[config.mk]
export PLATFORM = sky130hd
export DESIGN_NAME = pixel_data_controller
export DESIGN_NICKNAME = d
export VERILOG_FILES = /design/src/rtl/pixel_data_controller.sv
export SDC_FILE = /design/constraint.sdc
export NUM_CORES = 1
export LEC_CHECK = 0
export CORE_MARGIN = 4
export CORE_UTILIZATION = 43
export DETAILED_ROUTE_END_ITERATION = 8
export GPL_TIMING_DRIVEN = 0
export SYNTH_ARGS = -nofsm -noshare
export SYNTH_HDL_FRONTEND = slang
export SYNTH_SLANG_ARGS = --single-unit
[constraint.sdc]
create_clock -name i_clk_74M -period 9.21 [get_ports i_clk_74M]
set_input_delay 1.3815 -clock i_clk_74M [delete_from_list [all_inputs] [get_ports i_clk_74M]]
set_output_delay 1.3815 -clock i_clk_74M [all_outputs]
set_load 0.005 [all_outputs]
[src/rtl/pixel_data_controller.sv]
// rtl/pixel_data_controller.sv - active-window YCbCr 4:2:2 FIFO drain with RGB conversion and error flags
module pixel_data_controller #(
    parameter int H_START  = 1,
    parameter int H_ACTIVE = 1280,
    parameter int V_START  = 25,
    parameter int V_ACTIVE = 720,
    parameter int N_TILE   = 2,
    parameter int DW       = 8
) (
    input  logic              i_clk_74M,
    input  logic              i_rst,
    input  logic [1:0]        i_mode,
    input  logic [11:0]       i_hcnt,
    input  logic [11:0]       i_vcnt,
    input  logic              i_fifo_empty,
    input  logic [12+2*DW:0]  i_data,
    output logic              o_fifo_read,
    output logic [DW-1:0]     o_r,
    output logic [DW-1:0]     o_g,
    output logic [DW-1:0]     o_b,
    output logic              o_de,
    output logic              o_underflow,
    output logic [15:0]       o_tag_err
);

    localparam int SW = DW + 12;
    localparam logic [11:0] H_LO   = 12'(H_START);
    localparam logic [11:0] H_HI   = 12'(H_START + H_ACTIVE);
    localparam logic [11:0] V_LO   = 12'(V_START);
    localparam logic [11:0] V_HI   = 12'(V_START + V_ACTIVE);
    localparam logic [11:0] TILE_W = 12'(H_ACTIVE / N_TILE);
    localparam logic [DW-1:0] HALF = {1'b1, {(DW-1){1'b0}}};

    localparam logic [1:0] MODE_BLACK = 2'd0;
    localparam logic [1:0] MODE_TEST  = 2'd1;
    localparam logic [1:0] MODE_YCC   = 2'd2;
    localparam logic [1:0] MODE_LUMA  = 2'd3;

    localparam logic signed [SW-1:0] K_RV = SW'(359);
    localparam logic signed [SW-1:0] K_GU = SW'(-88);
    localparam logic signed [SW-1:0] K_GV = SW'(-183);
    localparam logic signed [SW-1:0] K_BU = SW'(454);

    logic [1:0]    in_tag;
    logic [DW-1:0] in_y;
    logic [DW-1:0] in_c;
    logic          unused_line;
    logic          win;
    logic [11:0]   p;
    logic [1:0]    exp_tile;
    logic [1:0]    mode_q;

    assign in_tag      = i_data[2*DW+12 -: 2];
    assign unused_line = ^i_data[2*DW+10 -: 11];
    assign in_y        = i_data[2*DW-1 -: DW];
    assign in_c        = i_data[DW-1:0];

    assign win = !i_rst && (i_hcnt >= H_LO) && (i_hcnt < H_HI)
                        && (i_vcnt >= V_LO) && (i_vcnt < V_HI);
    assign o_fifo_read = win && !i_fifo_empty;
    assign p           = i_hcnt - H_LO;
    assign exp_tile    = 2'(p / TILE_W);

    // Mode only changes at the frame origin so a frame is never mixed.
    always_ff @(posedge i_clk_74M) begin
        if (i_rst)
            mode_q <= MODE_BLACK;
        else if (i_hcnt == 12'd0 && i_vcnt == 12'd0)
            mode_q <= i_mode;
    end

    logic          s1_win, s1_empty, s1_odd, s1_first;
    logic [1:0]    s1_tag, s1_tile, s1_mode;
    logic [DW-1:0] s1_y, s1_c, s1_tp_g, s1_tp_b;

    always_ff @(posedge i_clk_74M) begin
        if (i_rst)
            s1_win <= 1'b0;
        else
            s1_win <= win;
        s1_empty <= i_fifo_empty;
        s1_tag   <= in_tag;
        s1_y     <= in_y;
        s1_c     <= in_c;
        s1_odd   <= p[0];
        s1_first <= (p == 12'd0);
        s1_tile  <= exp_tile;
        s1_mode  <= mode_q;
        s1_tp_g  <= i_vcnt[DW:1];
        s1_tp_b  <= i_hcnt[DW+1:2];
    end

    logic [DW-1:0] cb_q, cr_q, cb_base, cr_base, cb_now, cr_now;
    logic signed [SW-1:0] d_b, d_r, y_s;
    logic s1_valid;

    always_comb begin
        cb_base  = s1_first ? HALF : cb_q;
        cr_base  = s1_first ? HALF : cr_q;
        cb_now   = s1_odd ? cb_base : s1_c;
        cr_now   = s1_odd ? s1_c : cr_base;
        d_b      = $signed({{(SW-DW){1'b0}}, cb_now}) - $signed({{(SW-DW){1'b0}}, HALF});
        d_r      = $signed({{(SW-DW){1'b0}}, cr_now}) - $signed({{(SW-DW){1'b0}}, HALF});
        y_s      = $signed({{(SW-DW){1'b0}}, s1_y});
        s1_valid = s1_win && !s1_empty;
    end

    always_ff @(posedge i_clk_74M) begin
        if (i_rst) begin
            cb_q <= HALF;
            cr_q <= HALF;
        end else if (s1_valid) begin
            cb_q <= cb_now;
            cr_q <= cr_now;
        end else if (s1_win && s1_first) begin
            cb_q <= HALF;
            cr_q <= HALF;
        end
    end

    logic                 s2_win, s2_black;
    logic [1:0]           s2_mode;
    logic [DW-1:0]        s2_y, s2_tp_g, s2_tp_b;
    logic signed [SW-1:0] s2_r, s2_g, s2_b;
    logic                 tag_bad;

    assign tag_bad = s1_mode[1] && (s1_tag != s1_tile);

    always_ff @(posedge i_clk_74M) begin
        if (i_rst)
            s2_win <= 1'b0;
        else
            s2_win <= s1_win;
        s2_black <= s1_empty || tag_bad;
        s2_mode  <= s1_mode;
        s2_y     <= s1_y;
        s2_tp_g  <= s1_tp_g;
        s2_tp_b  <= s1_tp_b;
        s2_r     <= y_s + ((K_RV * d_r) >>> 8);
        s2_g     <= y_s + ((K_GU * d_b + K_GV * d_r) >>> 8);
        s2_b     <= y_s + ((K_BU * d_b) >>> 8);
    end

    // An empty slot has no meaningful tag, so only underflow is recorded.
    always_ff @(posedge i_clk_74M) begin
        if (i_rst) begin
            o_underflow <= 1'b0;
            o_tag_err   <= 16'd0;
        end else begin
            if (s1_win && s1_empty)
                o_underflow <= 1'b1;
            if (s1_valid && tag_bad && o_tag_err != 16'hFFFF)
                o_tag_err <= o_tag_err + 16'd1;
        end
    end

    function automatic logic [DW-1:0] clamp(input logic signed [SW-1:0] v);
        if (v[SW-1])
            return '0;
        else if (|v[SW-2:DW])
            return '1;
        else
            return v[DW-1:0];
    endfunction

    always_ff @(posedge i_clk_74M) begin
        if (i_rst) begin
            o_de <= 1'b0;
            o_r  <= '0;
            o_g  <= '0;
            o_b  <= '0;
        end else begin
            o_de <= s2_win;
            if (!s2_win || s2_black) begin
                o_r <= '0;
                o_g <= '0;
                o_b <= '0;
            end else begin
                case (s2_mode)
                    MODE_BLACK: begin o_r <= '0;          o_g <= '0;          o_b <= '0;          end
                    MODE_TEST:  begin o_r <= '0;          o_g <= s2_tp_g;     o_b <= s2_tp_b;     end
                    MODE_YCC:   begin o_r <= clamp(s2_r); o_g <= clamp(s2_g); o_b <= clamp(s2_b); end
                    MODE_LUMA:  begin o_r <= s2_y;        o_g <= s2_y;        o_b <= s2_y;        end
                endcase
            end
        end
    end

endmodule

After elaboration in Yosys (flattened, before gate mapping)
Cells that the tools add are included.

Eq/ne operators: 5. Div/mod/pow operators: 1. Add/subtract/negate cells: 8. Reductions and logical operators: 28. Muxes and demuxes: 16. Multipliers: 4. $lt $le $gt $ge: 4.

Operators with widths (count): $mux 8 (13); $pmux 8 s4 (2); $add 9x11->12 (3); $logic_not 12->1 (3); $mul 9x9->18 const A (2); $reduce_or 11->1 (3); $pmux 8 s3 (1); $add 17x18->19 (1); $mul 10x9->19 const A (1); $sub 8x8->9 const B (2); $add 16x1->16 const B (1); $ne 16x16->1 const B (1); $mul 5x9->14 const A (1); $div 12x10->12 const B (1); $ge 12x1->1 const B (1); $ge 12x5->1 const B (1); $logic_and 1x1->1 (12); $lt 12x10->1 const B (1); $lt 12x11->1 const B (1); $sub 12x1->12 const B (1); $eq 2x2->1 const B (2); $logic_not 1->1 (4); $reduce_or 2->1 (2); $eq 2x1->1 const B (1); 4 further kinds (5).

Register bits after elaboration: 166. Input port bits: 58. Output and inout bits: 43. Logic and storage cells: 95.

Logic depth before layout (Yosys ltp)
Depth after elaboration: 6. Gate-level depth with buffers: 34. Gate-level depth less buffers: 33.

Least setup slack after synthesis
Ideal clock, no wire load.

Path type: register to register. From: register s1_odd. To: register s2_g[9]. Path buffers: 2. Data required time: 9.138 ns. Stages on the path, launching flop included: 32. Library setup time: 0.072 ns. Period minus slack after synthesis: 7.218 ns. Slack: 1.992 ns. Data arrival time: 7.146 ns. Cells stage by stage: dfxtp_1 -> clkbuf_1 -> clkbuf_1 -> nand3b_1 -> o21ai_0 -> ha_1 -> fa_1 -> inv_1 -> fa_1 -> inv_1 -> fa_1 -> inv_1 -> a21oi_1 -> o21ai_0 -> a21oi_1 -> o21bai_1 -> xor2_1 -> ha_1 -> inv_1 -> fa_1 -> fa_1 -> inv_1 -> ha_1 -> o41a_1 -> a21oi_1 -> xnor2_1 -> ha_1 -> a21oi_1 -> o21ai_0 -> and3_1 -> o21ai_1 -> xnor2_1.

Word-level cells in the longest chain between the ends: 5. Elaborated cells between the ends (all ways): 8. Classes of those cells: 4 x add/sub; 2 x mul; 2 x mux.

RTL lines: from (decl) (RTL line 72) `logic s1_win, s1_empty, s1_odd, s1_first;`; from (signal assigned) (RTL line 85) `s1_odd <= p[0];`; $mux 8 (on tied branches) (RTL line 100, 101); $sub 8x8->9 (on tied branches) (RTL line 102, 103); $mul 5x9->14 or $mul 9x9->18 (tied branches) (RTL line 140) `s2_g <= y_s + ((K_GU * d_b + K_GV * d_r) >>> 8);`; $add 17x18->19 (*) (RTL line 140); $add 9x11->12 (*) (RTL line 140); to (signal assigned) (RTL line 140); to (decl) (RTL line 124) `logic signed [SW-1:0] s2_r, s2_g, s2_b;`.

Every way passes the cells marked *; elsewhere a longest branch is shown, timed or not. A chain may end at the register's enable or synchronous reset.

Final worst setup path
Same ends and word-level chain as after synthesis.

==> impl_metrics.yaml <==
pwr:
  p_leak_nw: 6.23
  irDropWorstVdd_mv: 0.318
  power_per_cell_area_nw_per_um2: 312
timing:
  timing.slew.headroom_pct: 13.1
  final.min_clock_period_ns: 8.36
  setup_ws_ns: 0.846
  crit_share_post_route_pct: 90.8
  final_hold_viol_count: 0
  tightestPinTransition_ns: 1.29
  final-max-slew-violation-count: 0
  setup_repair_after_global_routing_missed_its_margin: "no"
  final_setup_violation_count: 0
  setup_total_negative_slack_ns: 0
  fin_worst_skew_ns: 0.0166
  fmaxAchievable_ghz: 0.120
  finalHoldWorstSlack_ns: 0.317
worst_setup_path:
  critical_path.max_stage_delay_ns: 0.57
  timing.critical_path.fanout_max: 10
  cp_data_required_time_ns: 9.53
  timing_worst_setup_path_type: "register to register"
  cp_startpoint_kind: "register"
  critical_path_arrival_ns: 8.68
  crit_path_end_kind: "register"
  cpMaxStageDelayCell: "fa_1"
drt:
  routed_via_density: 4.91
  ant_nets: 0
  route.final.wire_length_um: 25400
  drt_pre_antenna_iters: 5
  detail_route.drc_violations: 0
  route.detailed.wl_per_inst_um: 15.1
  first_iter_violations: 339
  num_vias: 8249
clocking:
  clockRootBuffer: "clkbuf_16"
  path_clk_slew_ns: 0.08
  cts_hold_buffers: 0
  cts.htree.levels: 4
  number_of_clock_buffers_inserted_by_tritoncts: 17
  cts_resized: 0
  cts.sink_count: 166
  insertion_delay_ns: 0.43
  post-cts-setup-buffer-count: 0
  clock_tree.buffer_depth: 2
  tritoncts_clock_tree: "yes"
placed_design:
  place_worst_setup_slack_ns: 0.824
  numPortBuffers: 89
  detailedPlacementHpwl_um: 21100
  placer_congestion: 0.831
global_route:
  grt_pass1_vias: 8358
  gr_util_all_layers_pct: 17.6
  maximum_number_of_pins_on_one_net_before_global_route_repair: 20
  antenna_violations_before_repair: 0
  grt_first_pass_wirelength_um: 41700
  grt.overflow.total: 0
synth:
  synth_largest_type_area_fraction_pct: 28.7
  share_of_synthesized_registers_carrying_an_async_set_or_reset_pct: 0
  yosys_reg_bits: 166
  mappedNetlistNets: 1551
  mappedNetlistArea_um2: 11600
  synth_area_leaders: "dfxtp_1, ha_1, fa_1, inv_1, xnor2_1"
  synth-seq-area-share_pct: 28.7
  synth_enable_flop_cells: 0
  post-synth-top-area-cell: "dfxtp_1"
  warning_count_from_the_yosys_run: 0
  syn_inst: 1219
  number_of_library_cell_types_mapped_by_synthesis: 56
  synthesis.area_per_instance_um2: 9.49
  synth_flop_type: "dfxtp_1"
die:
  coreArea_um2: 26300
  io_pins: 101
  total_die_area_um2: 29600
  floorplan.die.width_um: 172
  initial_core_util_pct: 44.0
  die_height_um: 172
  row_count: 59
layout:
  area_growth_syn_to_layout_pct: 17.1
  layout-drive-gt1-share_pct: 3.64
  layout.cells.most_common_list: "ha_1, inv_1, dfxtp_1, nor2_1, clkdlybuf4s50_1"
  final_common_cell: "ha_1"
  insertedDiodeCount: 0
  final_nets: 1664
hold_path:
  hold_path_class: "register to register"
run_status:
  outcome: "completed"
job:
  timing.max_cap.violations: 0
-- synth_stat cells, types with 15 or more instances --
master    count
fa_1         74
nor2_1       90
nand2b_1     15
clkbuf_1     21
xor2_1       36
xnor2_1      56
nor3_1       20
ha_1        200
o21ai_0      56
a311oi_1     16
nand2_1      44
a22oi_1      16
inv_1       195
a21oi_1      64
dfxtp_1     166
-- flip-flops by register name, indices dropped and copies added (netlist names), 8 cells and up --
register   cells
s2_g          12
s2_tp_g        8
o_g            8
o_b            8
s1_tp_b        8
o_tag_err     16
s2_r          12
s1_tp_g        8
s1_y           8
o_r            8
s2_y           8
cr_q           8
s2_tp_b        8
cb_q           8
s1_c           8
s2_b          12
-- path summary, 6_finish.rpt --
check,from,endpoint,slack [ns],cells after the start
worst min register to register,s1_tp_g[7],s2_tp_g[7],0.32,0
worst max-delay path,s1_odd,s2_g[9],0.85,33
worst max register to register,s1_odd,s2_g[9],0.85,33
worst min-delay path,s1_tp_g[7],s2_tp_g[7],0.32,0
-- worst max-delay path: cells and delay by family (launching register included) --
kind / cells / cell delay (ns)
xor+xnor: 3 / 0.44
compound gates: 9 / 1.81
fa+ha+maj: 9 / 3.86
buf+inv: 7 / 1.19
flops: 1 / 0.41
simple gates: 5 / 0.56
-- where the power goes --
| group | total [mW] | internal, mW | switching (mW) |
|---|---|---|---|
| clock | 0.740 | 0.396 | 0.343 |
| combinational | 2.60 | 1.18 | 1.43 |
| sequential | 0.884 | 0.852 | 0.0316 |
| total | 4.22 | 2.42 | 1.80 |
-- stage by stage --
| stage | total power [mW] | util, % | area [µm²] | std cells |
|---|---|---|---|---|
| 3_5_place_dp | 3.53 | 49.1 | 12900 | 1648 |
| 3_3_place_gp | 3.50 | 49.0 | 12900 | 1643 |
| 6_report | 4.22 | 51.5 | 13500 | 1680 |
| 5_1_grt | 4.72 | 51.5 | 13500 | 1680 |
| 4_1_cts | 4.29 | 51.5 | 13500 | 1680 |
| 2_1_floorplan | 2.97 | - | 11600 | 1219 |
-- cells by family (layout without fill, tap and decap cells) --
kind of cell	after synthesis	after routing	synth area share, %
compound gates	220	220	11.9
xor+xnor	93	93	7.11
fa+ha+maj	274	274	34.4
buf+inv	220	346	7.20
flops	166	166	28.7
mux	5	5	0.433
simple gates	241	241	10.2
-- layout make-up --
type | instances | area [µm²]
fillers | 2404 | 12700
multi-input cells | 833 | 7410
flip-flops and latches | 166 | 3320
repair buffers | 94 | 926
inverters | 197 | 739
clock buffers | 17 | 425
well taps | 335 | 419
clock inverters | 15 | 204
plain buffers | 23 | 93.8
-- metal layers --
layer | track usage [%] | part of all wire, % | up-vias
met5 | 0 | 0 | -
met4 | 4.41 | 1.5 | 0
met3 | 2.10 | 2.7 | 30
met2 | 28.8 | 46 | 123
met1 | 25.0 | 49 | 3787
li1 | - | - | 4309
(Power assumes the default switching activity.)
